## config.mk

```make
export PLATFORM = sky130hd
export DESIGN_NAME = spi_peripheral
export DESIGN_NICKNAME = d
export VERILOG_FILES = /design/src/rtl/spi_peripheral.sv
export SDC_FILE = /design/constraint.sdc
export NUM_CORES = 1
export LEC_CHECK = 0
export ABC_CLOCK_PERIOD_IN_PS = 4900
export BUFFER_PORTS_ARGS = -buffer_cell sky130_fd_sc_hd__clkbuf_2
export CORE_ASPECT_RATIO = 0.5
export CORE_UTILIZATION = 40
export CTS_CLUSTER_DIAMETER = 100
export DETAILED_ROUTE_END_ITERATION = 8
export PLACE_DENSITY = 0.72
export SLEW_MARGIN = 20
export SYNTH_ARGS = -nofsm -noshare
export SYNTH_HDL_FRONTEND = slang
export SYNTH_SLANG_ARGS = --single-unit
```

## constraint.sdc

```tcl
create_clock -name clk -period 4.9 [get_ports clk]
set_clock_uncertainty 0.15 [all_clocks]
set_input_delay 0.49 -clock clk [delete_from_list [all_inputs] [get_ports clk]]
set_output_delay 0.49 -clock clk [all_outputs]
set_load 0.01 [all_outputs]
```

## src/rtl/spi_peripheral.sv

```systemverilog
// SPI mode-0 write-only peripheral exposing nine 8-bit configuration registers.
// All SPI pins are resynchronized into clk; a register is written only when a frame is exactly 16 bits long.
module spi_peripheral #(
    parameter int         SYNC_STAGES = 2,
    parameter logic [6:0] MAX_ADDR    = 7'h08
) (
    input  logic       clk,
    input  logic       rst_n,
    input  logic       sclk,
    input  logic       ncs,
    input  logic       copi,
    output logic [7:0] en_reg_out_7_0,
    output logic [7:0] en_reg_pwm_7_0,
    output logic [7:0] out_3_0_pwm_gen_channel,
    output logic [7:0] out_7_4_pwm_gen_channel,
    output logic [7:0] pwm_gen_0_ch_0_duty,
    output logic [7:0] pwm_gen_0_ch_1_duty,
    output logic [7:0] pwm_gen_1_ch_0_duty,
    output logic [7:0] pwm_gen_1_ch_1_duty,
    output logic [7:0] pwm_gen_1_0_freq_div
);

    typedef enum logic {
        IDLE  = 1'b0,
        SHIFT = 1'b1
    } state_t;

    logic [SYNC_STAGES-1:0] sclk_sync_r;
    logic [SYNC_STAGES-1:0] ncs_sync_r;
    logic [SYNC_STAGES-1:0] copi_sync_r;
    logic                   sclk_prev_r;
    logic                   ncs_prev_r;
    logic                   sclk_s;
    logic                   ncs_s;
    logic                   copi_s;
    logic                   sclk_rise_s;
    logic                   ncs_rise_s;
    logic                   ncs_fall_s;
    logic                   frame_ok_s;

    state_t      state_r, state_nx;
    logic [4:0]  bit_cnt_r, cnt_nx;
    logic [15:0] shift_r, shift_nx;
    logic        wr_pend_r, wr_pend_nx;
    logic [6:0]  wr_addr_r, wr_addr_nx;
    logic [7:0]  wr_data_r, wr_data_nx;

    logic [7:0] reg_out_r;
    logic [7:0] reg_pwm_r;
    logic [7:0] reg_ch30_r;
    logic [7:0] reg_ch74_r;
    logic [7:0] reg_d00_r;
    logic [7:0] reg_d01_r;
    logic [7:0] reg_d10_r;
    logic [7:0] reg_d11_r;
    logic [7:0] reg_div_r;

    // Pin synchronizers; ncs resets low so a chip select held low through reset never looks like a falling edge.
    always_ff @(posedge clk or negedge rst_n) begin
        if (!rst_n) begin
            sclk_sync_r <= '0;
            ncs_sync_r  <= '0;
            copi_sync_r <= '0;
            sclk_prev_r <= 1'b0;
            ncs_prev_r  <= 1'b0;
        end else begin
            sclk_sync_r <= {sclk_sync_r[SYNC_STAGES-2:0], sclk};
            ncs_sync_r  <= {ncs_sync_r[SYNC_STAGES-2:0], ncs};
            copi_sync_r <= {copi_sync_r[SYNC_STAGES-2:0], copi};
            sclk_prev_r <= sclk_s;
            ncs_prev_r  <= ncs_s;
        end
    end

    assign sclk_s      = sclk_sync_r[SYNC_STAGES-1];
    assign ncs_s       = ncs_sync_r[SYNC_STAGES-1];
    assign copi_s      = copi_sync_r[SYNC_STAGES-1];
    assign sclk_rise_s = sclk_s & ~sclk_prev_r;
    assign ncs_rise_s  = ncs_s & ~ncs_prev_r;
    assign ncs_fall_s  = ~ncs_s & ncs_prev_r;
    assign frame_ok_s  = (bit_cnt_r == 5'd16) && shift_r[15] && (shift_r[14:8] <= MAX_ADDR);

    // Frame FSM state, shift path and the one-cycle write request staging.
    always_ff @(posedge clk or negedge rst_n) begin
        if (!rst_n) begin
            state_r   <= IDLE;
            bit_cnt_r <= 5'd0;
            shift_r   <= 16'h0000;
            wr_pend_r <= 1'b0;
            wr_addr_r <= 7'h00;
            wr_data_r <= 8'h00;
        end else begin
            state_r   <= state_nx;
            bit_cnt_r <= cnt_nx;
            shift_r   <= shift_nx;
            wr_pend_r <= wr_pend_nx;
            wr_addr_r <= wr_addr_nx;
            wr_data_r <= wr_data_nx;
        end
    end

    // Next-state logic; an ncs rising edge wins over a coincident sclk edge.
    always_comb begin
        state_nx   = state_r;
        cnt_nx     = bit_cnt_r;
        shift_nx   = shift_r;
        wr_pend_nx = 1'b0;
        wr_addr_nx = wr_addr_r;
        wr_data_nx = wr_data_r;
        case (state_r)
            IDLE: begin
                if (ncs_fall_s) begin
                    state_nx = SHIFT;
                    cnt_nx   = 5'd0;
                    shift_nx = 16'h0000;
                end else begin
                    state_nx = IDLE;
                end
            end
            SHIFT: begin
                if (ncs_rise_s) begin
                    state_nx = IDLE;
                    if (frame_ok_s) begin
                        wr_pend_nx = 1'b1;
                        wr_addr_nx = shift_r[14:8];
                        wr_data_nx = shift_r[7:0];
                    end else begin
                        wr_pend_nx = 1'b0;
                    end
                end else if (sclk_rise_s) begin
                    shift_nx = {shift_r[14:0], copi_s};
                    if (bit_cnt_r == 5'd17) begin
                        cnt_nx = bit_cnt_r;
                    end else begin
                        cnt_nx = bit_cnt_r + 5'd1;
                    end
                end else begin
                    state_nx = SHIFT;
                end
            end
            default: begin
                state_nx = IDLE;
            end
        endcase
    end

    // Register file: exactly one location loads per accepted frame.
    always_ff @(posedge clk or negedge rst_n) begin
        if (!rst_n) begin
            reg_out_r  <= 8'h00;
            reg_pwm_r  <= 8'h00;
            reg_ch30_r <= 8'h00;
            reg_ch74_r <= 8'h00;
            reg_d00_r  <= 8'h00;
            reg_d01_r  <= 8'h00;
            reg_d10_r  <= 8'h00;
            reg_d11_r  <= 8'h00;
            reg_div_r  <= 8'h00;
        end else if (wr_pend_r) begin
            case (wr_addr_r)
                7'h00:   reg_out_r  <= wr_data_r;
                7'h01:   reg_pwm_r  <= wr_data_r;
                7'h02:   reg_ch30_r <= wr_data_r;
                7'h03:   reg_ch74_r <= wr_data_r;
                7'h04:   reg_d00_r  <= wr_data_r;
                7'h05:   reg_d01_r  <= wr_data_r;
                7'h06:   reg_d10_r  <= wr_data_r;
                7'h07:   reg_d11_r  <= wr_data_r;
                7'h08:   reg_div_r  <= wr_data_r;
                default: reg_out_r  <= reg_out_r;
            endcase
        end
    end

    assign en_reg_out_7_0          = reg_out_r;
    assign en_reg_pwm_7_0          = reg_pwm_r;
    assign out_3_0_pwm_gen_channel = reg_ch30_r;
    assign out_7_4_pwm_gen_channel = reg_ch74_r;
    assign pwm_gen_0_ch_0_duty     = reg_d00_r;
    assign pwm_gen_0_ch_1_duty     = reg_d01_r;
    assign pwm_gen_1_ch_0_duty     = reg_d10_r;
    assign pwm_gen_1_ch_1_duty     = reg_d11_r;
    assign pwm_gen_1_0_freq_div    = reg_div_r;

endmodule
```

# Yosys cells after proc, flatten, opt, wreduce, memory -nomap -nowiden
# Cells that the tools add are included.
# W data, S select, Z words.
dict set report word_totals {
  regBits 118
  latch_bits 0
  mem_bits_rw 0
  rom_bits 0
  input_bits 5
  output_inout_bits 72
  wordCells 73
  mem_count 0
}
dict set report classes {
  n_addsub 1
  n_mul 0
  div_mod_pow 0
  magnitude_cmp 1
  eq_ne 14
  shifts 0
  n_mux 15
  bitwise_logic 7
  reduce_logical 15
}
# cell count
set op_table {}
lappend op_table {{$mux W16} 3}
lappend op_table {{$pmux W16 S2} 1}
lappend op_table {{$eq A7 B3 Y1 const B} 4}
lappend op_table {{$mux W5} 4}
lappend op_table {{$reduce_and A2 Y1} 9}
lappend op_table {{$eq A7 B2 Y1 const B} 2}
lappend op_table {{$eq A5 B5 Y1 const B} 2}
lappend op_table {{$pmux W5 S2} 1}
lappend op_table {{$ne A2 B2 Y1 const B} 4}
lappend op_table {{$eq A7 B1 Y1 const B} 1}
lappend op_table {{$eq A7 B4 Y1 const B} 1}
lappend op_table {{$le A7 B4 Y1 const B} 1}
lappend op_table {{$logic_not A7 Y1} 1}
lappend op_table {{$reduce_and A3 Y1} 2}
lappend op_table {{$add A5 B1 Y5 const B} 1}
lappend op_table {{$mux W1} 5}
lappend op_table {{$not A1 Y1} 4}
lappend op_table {{$reduce_and A4 Y1} 1}
lappend op_table {{$and A1 B1 Y1} 3}
lappend op_table {{$logic_and A1 B1 Y1} 2}
lappend op_table {{$pmux W1 S2} 1}

# Logic depth before layout (Yosys ltp)
dict set report logic_depth {
  depth_word 6
  ltp_mapped 6
  ltp_nobuf 5
}

# Worst setup path after synthesis
# No wires, ideal clock.
dict set report synth_timing {
  path_kind {reg-to-reg}
  startpoint {register bit_cnt_r[0]}
  endpoint {register wr_addr_r[0]}
  arrival_time_ns 1.568
  setup_slack_ns 3.057
  stages_incl_launch_ff 7
  period_less_slack_ns 1.843
  cell_sequence {dfrtp_1 -> inv_1 -> ha_1 -> and4bb_2 -> o2111ai_2 -> buf_2 -> mux2_2}
}
dict set report synth_between {
  elab_chain_cells 4
}
# element line_no
set synth_lines {}
lappend synth_lines {{from (decl)} 42} ;# logic [4:0] bit_cnt_r, cnt_nx;
lappend synth_lines {{from (signal assigned)} 94} ;# bit_cnt_r <= cnt_nx;
lappend synth_lines {{$eq A5 B5 Y1} 81} ;# assign frame_ok_s = (bit_cnt_r == 5'd16) && shift_r[15] && (shift_r[14:8] <= MAX_ADDR);
lappend synth_lines {{$logic_and A1 B1 Y1 (2 in series)} 81}
lappend synth_lines {{$reduce_and A3 Y1 (no line)} n/a}
lappend synth_lines {{to (signal assigned)} 97} ;# wr_addr_r <= wr_addr_nx;
lappend synth_lines {{to (decl)} 45} ;# logic [6:0] wr_addr_r, wr_addr_nx;
# No other way between the ends.
# A chain may end at the register's enable or synchronous reset.

# Worst setup path after layout
dict set report layout_timing {
  startpoint {register state_r}
  endpoint {register bit_cnt_r[1]}
}
dict set report layout_between {
  elab_chain_cells 3
  elab_cells_between_ends 7
  classes_between {eq/ne: 4; mux: 1; bitwise: 1; reduce/logical: 1}
}
# element line_no
set layout_lines {}
lappend layout_lines {{from (decl)} 41} ;# state_t state_r, state_nx;
lappend layout_lines {{from (signal assigned)} 93} ;# state_r <= state_nx;
lappend layout_lines {{$not A1 Y1} n/a}
lappend layout_lines {{$ne A2 B2 Y1 (no line)} n/a}
lappend layout_lines {{$reduce_and A4 Y1 (no line)} n/a}
# Several ways; a longest one is shown, not always the timed one.

==> Implementation_results.wiki <==
{| class="wikitable"
! Metric !! Value
|-
| Minimum clock period || ~2200 ps
|-
| Remaining max-slew budget at the tightest pin || 0.394
|-
| Main combinational cell family by area after synthesis || multiplexers
|-
| Initial core utilization || 0.418
|-
| Post-Route Setup TNS || 0 ps
|-
| Worst Path Class, Setup || reg2reg
|-
| Count of endpoints failing hold in the final timing report || 19
|-
| Router iterations before antenna repair || 5
|-
| Total Wirelength || 9.43 mm
|-
| Gate count after technology mapping || 324
|-
| Number of antenna violations at the first check in global routing || 0
|-
| Clock latency reported for the late side of the worst-skew pair || around 400 ps
|-
| HPWL after detailed placement || 6.09 mm
|-
| Synthesized-area fraction occupied by xor and xnor cells || 0
|-
| Maximum number of pins on one net before global-route repair || 85
|-
| Max IR drop VDD || roughly 0.19 mV
|-
| RSZ-0062 raised after global routing || false
|-
| Crit Path Max Fanout || 14
|-
| Combinational fraction of design power || 0.039
|-
| CTS root buffer || sky130_fd_sc_hd__clkbuf_16
|-
| Setup WS post-layout || ~2700 ps
|-
| Per-cell via count in the routed design || 5.00
|-
| Path type of the worst min-delay path || in2async
|-
| Synthesized area divided by synthesized cell count || about 14 sq um
|-
| Gp weighted congestion || 0.785
|-
| Actual transition at the worst max-transition pin || 907 ps
|-
| Net total in the final layout || between 400 and 500
|-
| Worst Setup End Kind || flop
|-
| Switch Pwr || 0.480 mW
|-
| Via count of the first global-routing pass || approximately 2900
|-
| Total Power Consumption || 2.33 mW
|-
| Row count || 27
|-
| Static Leak || a little over 3 nW
|-
| Total of max-cap violations || 0
|-
| CTS H-tree lvls || 4
|-
| Sw frac || 0.206
|-
| DRT antenna net count || 0
|-
| Area fraction in and, or, nand and nor cells after synthesis || 0.0838
|-
| Number of DRC markers in iteration 0 || between 150 and 200
|-
| Die width || 155 microns
|-
| Port-buffer cells || 76
|-
| Post-synthesis sequential element count || roughly 120
|-
| Setup violation total in the final timing report || 0
|-
| Overall overflow remaining after global route || 0
|-
| Ratio of cells with drive above 1 in the final layout || 0.483
|-
| Die ar. || approximately 12000 sq um
|-
| Clock-pin slew of the registers on the worst-case setup and hold paths || 50 ps
|-
| Post-synthesis cell area || 4670 sq um
|-
| CTS-repair resized insts || 0
|-
| Clock tree from TritonCTS || done
|-
| Synthesized-area fraction occupied by ao, oa, aoi and oai cells || 0.0447
|-
| Element type at the critical path start || flop
|-
| Routed length per placed instance || 16.6 microns
|-
| Maximum clock frequency || ~450 MHz
|-
| Power per unit of standard cell area || approximately 400 nW/um^2
|-
| Max Root-Sink Buffers || 2
|-
| Number of warnings issued by yosys || 0
|-
| Wire length of the first global-routing pass || roughly 16 mm
|-
| Buffers inserted by post-CTS timing repair || 0
|-
| Synthesis-to-finish area growth || 23.4%
|-
| Multiplexer fraction of the synthesized cell area || 0.200
|-
| Adder-cell area share of the yosys netlist || 0.00803
|-
| Internal || around 1.8 mW
|-
| DIE HEIGHT || a little under 80 microns
|-
| Critical path required time || 4990 ps
|-
| Post-CTS Hold Fix Bufs || 0
|-
| Antenna cells || 0
|-
| Violated checks || negative hold slack
|-
| TritonCTS Buffers || 17
|-
| Fraction of power consumed by the clock network || 0.522
|-
| Core ar. || 11200 sq um
|-
| Dpl ws || between 2000 and 3000 ps
|-
| Remaining design rule violation count || 0
|-
| Total via count in the routed design || ~2800
|-
| Sink Count || between 100 and 150
|-
| Result of the run || finished with violations
|-
| GRT Util Overall || 0.173
|-
| Number of cells traversed by the worst register-to-register path || 3
|-
| Proportion of power drawn by flip-flops and latches || 0.439
|-
| Seq/Total Area, Yosys || 0.632
|-
| Cell variety after synth || 40
|-
| Data arrival, critical path || between 2000 and 2500 ps
|-
| Synth Net Count || between 300 and 400
|-
| Final count of pins violating max slew || 0
|-
| Hold slack final || -26.7 ps
|-
| Final critical-path share of the clock period || 0.451
|-
| Top-level I/O count || 77
|}
[registers in the layout (all words and copies together) (netlist names), 5 cells and up]
name                     flops
bit_cnt_r                    5
en_reg_out_7_0               8
en_reg_pwm_7_0               8
out_3_0_pwm_gen_channel      8
out_7_4_pwm_gen_channel      8
pwm_gen_0_ch_0_duty          8
pwm_gen_0_ch_1_duty          8
pwm_gen_1_0_freq_div         8
pwm_gen_1_ch_0_duty          8
pwm_gen_1_ch_1_duty          8
shift_r                     16
wr_addr_r                    7
wr_data_r                    8
[cells in the final DEF, fill, tap and decap left out, types with 2 or more instances in the layout]
master / instances
sky130_fd_sc_hd__a21boi_0: 2
sky130_fd_sc_hd__a21o_1: 7
sky130_fd_sc_hd__and2_1: 3
sky130_fd_sc_hd__and3_1: 2
sky130_fd_sc_hd__and4bb_2: 2
sky130_fd_sc_hd__bufinv_16: 2
sky130_fd_sc_hd__clkbuf_1: 3
sky130_fd_sc_hd__clkbuf_16: 17
sky130_fd_sc_hd__clkbuf_2: 75
sky130_fd_sc_hd__clkbuf_8: 6
sky130_fd_sc_hd__dfrtp_1: 118
sky130_fd_sc_hd__ha_1: 3
sky130_fd_sc_hd__inv_1: 16
sky130_fd_sc_hd__mux2_2: 83
sky130_fd_sc_hd__nand2b_1: 3
sky130_fd_sc_hd__nand3_1: 5
sky130_fd_sc_hd__nand3b_2: 2
sky130_fd_sc_hd__nand4_1: 13
sky130_fd_sc_hd__nor2_1: 2
sky130_fd_sc_hd__nor2b_1: 2
sky130_fd_sc_hd__nor3_1: 3
sky130_fd_sc_hd__nor3b_2: 2
sky130_fd_sc_hd__nor4_1: 10
sky130_fd_sc_hd__o21ai_0: 10
[critical path, stage by stage (launching register included)]
cell                       delay, ps
sky130_fd_sc_hd__dfrtp_1         590
sky130_fd_sc_hd__inv_1           300
sky130_fd_sc_hd__o31ai_2         770
sky130_fd_sc_hd__o221ai_1        230
[per-layer routing]
| layer | track usage | wire (microns) | vias up |
|---|---|---|---|
| li1 | - | - | 1324 |
| met1 | 0.221 | 4510 | 1456 |
| met2 | 0.273 | 4470 | 56 |
| met3 | 0.0591 | 363 | 7 |
| met4 | 0.0673 | 80 | 0 |
| met5 | 0 | 0 | - |
[synthesized netlist by cell type]
| cell type | count | share of area |
|---|---|---|
| sky130_fd_sc_hd__nor4_1 | 10 | 0.013 |
| sky130_fd_sc_hd__nor3_1 | 3 | 0.0032 |
| sky130_fd_sc_hd__nand4_1 | 13 | 0.017 |
| sky130_fd_sc_hd__mux2_2 | 83 | 0.20 |
| sky130_fd_sc_hd__nor2b_1 | 2 | 0.0027 |
| sky130_fd_sc_hd__a21oi_1 | 1 | 0.0011 |
| sky130_fd_sc_hd__buf_1 | 9 | 0.0072 |
| sky130_fd_sc_hd__o31a_1 | 1 | 0.0019 |
| sky130_fd_sc_hd__nand3b_2 | 2 | 0.0048 |
| sky130_fd_sc_hd__o32ai_1 | 1 | 0.0019 |
| sky130_fd_sc_hd__buf_4 | 1 | 0.0016 |
| sky130_fd_sc_hd__nor4_4 | 1 | 0.0046 |
| sky130_fd_sc_hd__a2111o_1 | 1 | 0.0024 |
| sky130_fd_sc_hd__nand3_1 | 5 | 0.0054 |
| sky130_fd_sc_hd__or3b_2 | 1 | 0.0019 |
| sky130_fd_sc_hd__nor2_1 | 2 | 0.0016 |
| sky130_fd_sc_hd__a221o_1 | 1 | 0.0021 |
| sky130_fd_sc_hd__buf_2 | 2 | 0.0021 |
| sky130_fd_sc_hd__a22oi_1 | 1 | 0.0016 |
| sky130_fd_sc_hd__and4bb_2 | 2 | 0.0054 |
| sky130_fd_sc_hd__nand2b_1 | 3 | 0.0040 |
| sky130_fd_sc_hd__o31ai_1 | 1 | 0.0016 |
| sky130_fd_sc_hd__a2bb2oi_1 | 1 | 0.0019 |
| sky130_fd_sc_hd__nand3_2 | 1 | 0.0021 |
| sky130_fd_sc_hd__a21boi_0 | 2 | 0.0032 |
| sky130_fd_sc_hd__clkbuf_1 | 7 | 0.0056 |
| sky130_fd_sc_hd__inv_1 | 16 | 0.013 |
| sky130_fd_sc_hd__a21o_1 | 7 | 0.011 |
| sky130_fd_sc_hd__nor3b_2 | 2 | 0.0054 |
| sky130_fd_sc_hd__o21ai_0 | 10 | 0.011 |
| sky130_fd_sc_hd__and3_1 | 2 | 0.0027 |
| sky130_fd_sc_hd__o2111ai_2 | 1 | 0.0032 |
| sky130_fd_sc_hd__and2_1 | 3 | 0.0040 |
| sky130_fd_sc_hd__nand2_1 | 1 | 0.00080 |
| sky130_fd_sc_hd__o221ai_1 | 1 | 0.0019 |
| sky130_fd_sc_hd__buf_6 | 1 | 0.0024 |
| sky130_fd_sc_hd__dfrtp_1 | 118 | 0.63 |
| sky130_fd_sc_hd__ha_1 | 3 | 0.0080 |
| sky130_fd_sc_hd__nand4_2 | 1 | 0.0027 |
| sky130_fd_sc_hd__and3b_1 | 1 | 0.0019 |
[cell type report]
| type | count | area [sq um] |
|---|---|---|
| clock buffer | 26 | 519 |
| sequential | 118 | 2950 |
| timing repair buffer | 77 | 394 |
| inverter | 16 | 60.1 |
| tap | 159 | 199 |
| clock inverter | 3 | 65.1 |
| fill | 934 | 5410 |
| multi-input combinational | 170 | 1580 |
[worst paths after layout]
| path | from | end | slack (ps) |
|---|---|---|---|
| worst max-delay path | state_r | bit_cnt_r[1] | 2690 |
| worst min-delay path | rst_n | sclk_sync_r[0] | -30 |
| worst max register to register | state_r | bit_cnt_r[1] | 2690 |
| worst min register to register | sclk_sync_r[0] | sclk_sync_r[1] | 200 |
| max in group asynchronous | rst_n | out_7_4_pwm_gen_channel[0] | 3650 |
| min in group clk | copi | copi_sync_r[0] | 50 |
[logic make-up after synthesis]
kind of cell,count (synthesis)
and+or+nand+nor,55
muxes,83
DFF,118
buffers and inverters,36
AOI/OAI and AO/OA,29
adders and majority gates,3
[through the flow]
stage,util,hold WS [ps],instance area [sq um],cells
2_1_floorplan,-,44.4,4670,324
3_3_place_gp,0.463,185,5170,540
3_5_place_dp,0.463,185,5180,540
4_1_cts,0.515,39.5,5760,569
5_1_grt,0.516,27.8,5770,569
6_report,0.516,-26.7,5770,569
[power by group through the flow]
stage	clock [mW]	combinational [mW]	sequential, mW
finish	1.22	0.0913	1.02
detailed placement	0	0.0924	1.04
global route	1.29	0.106	1.03
CTS	1.24	0.0936	1.02
floorplan	0	0.0593	1.03
global placement	0	0.0892	1.04
(Power assumes the default switching activity.)
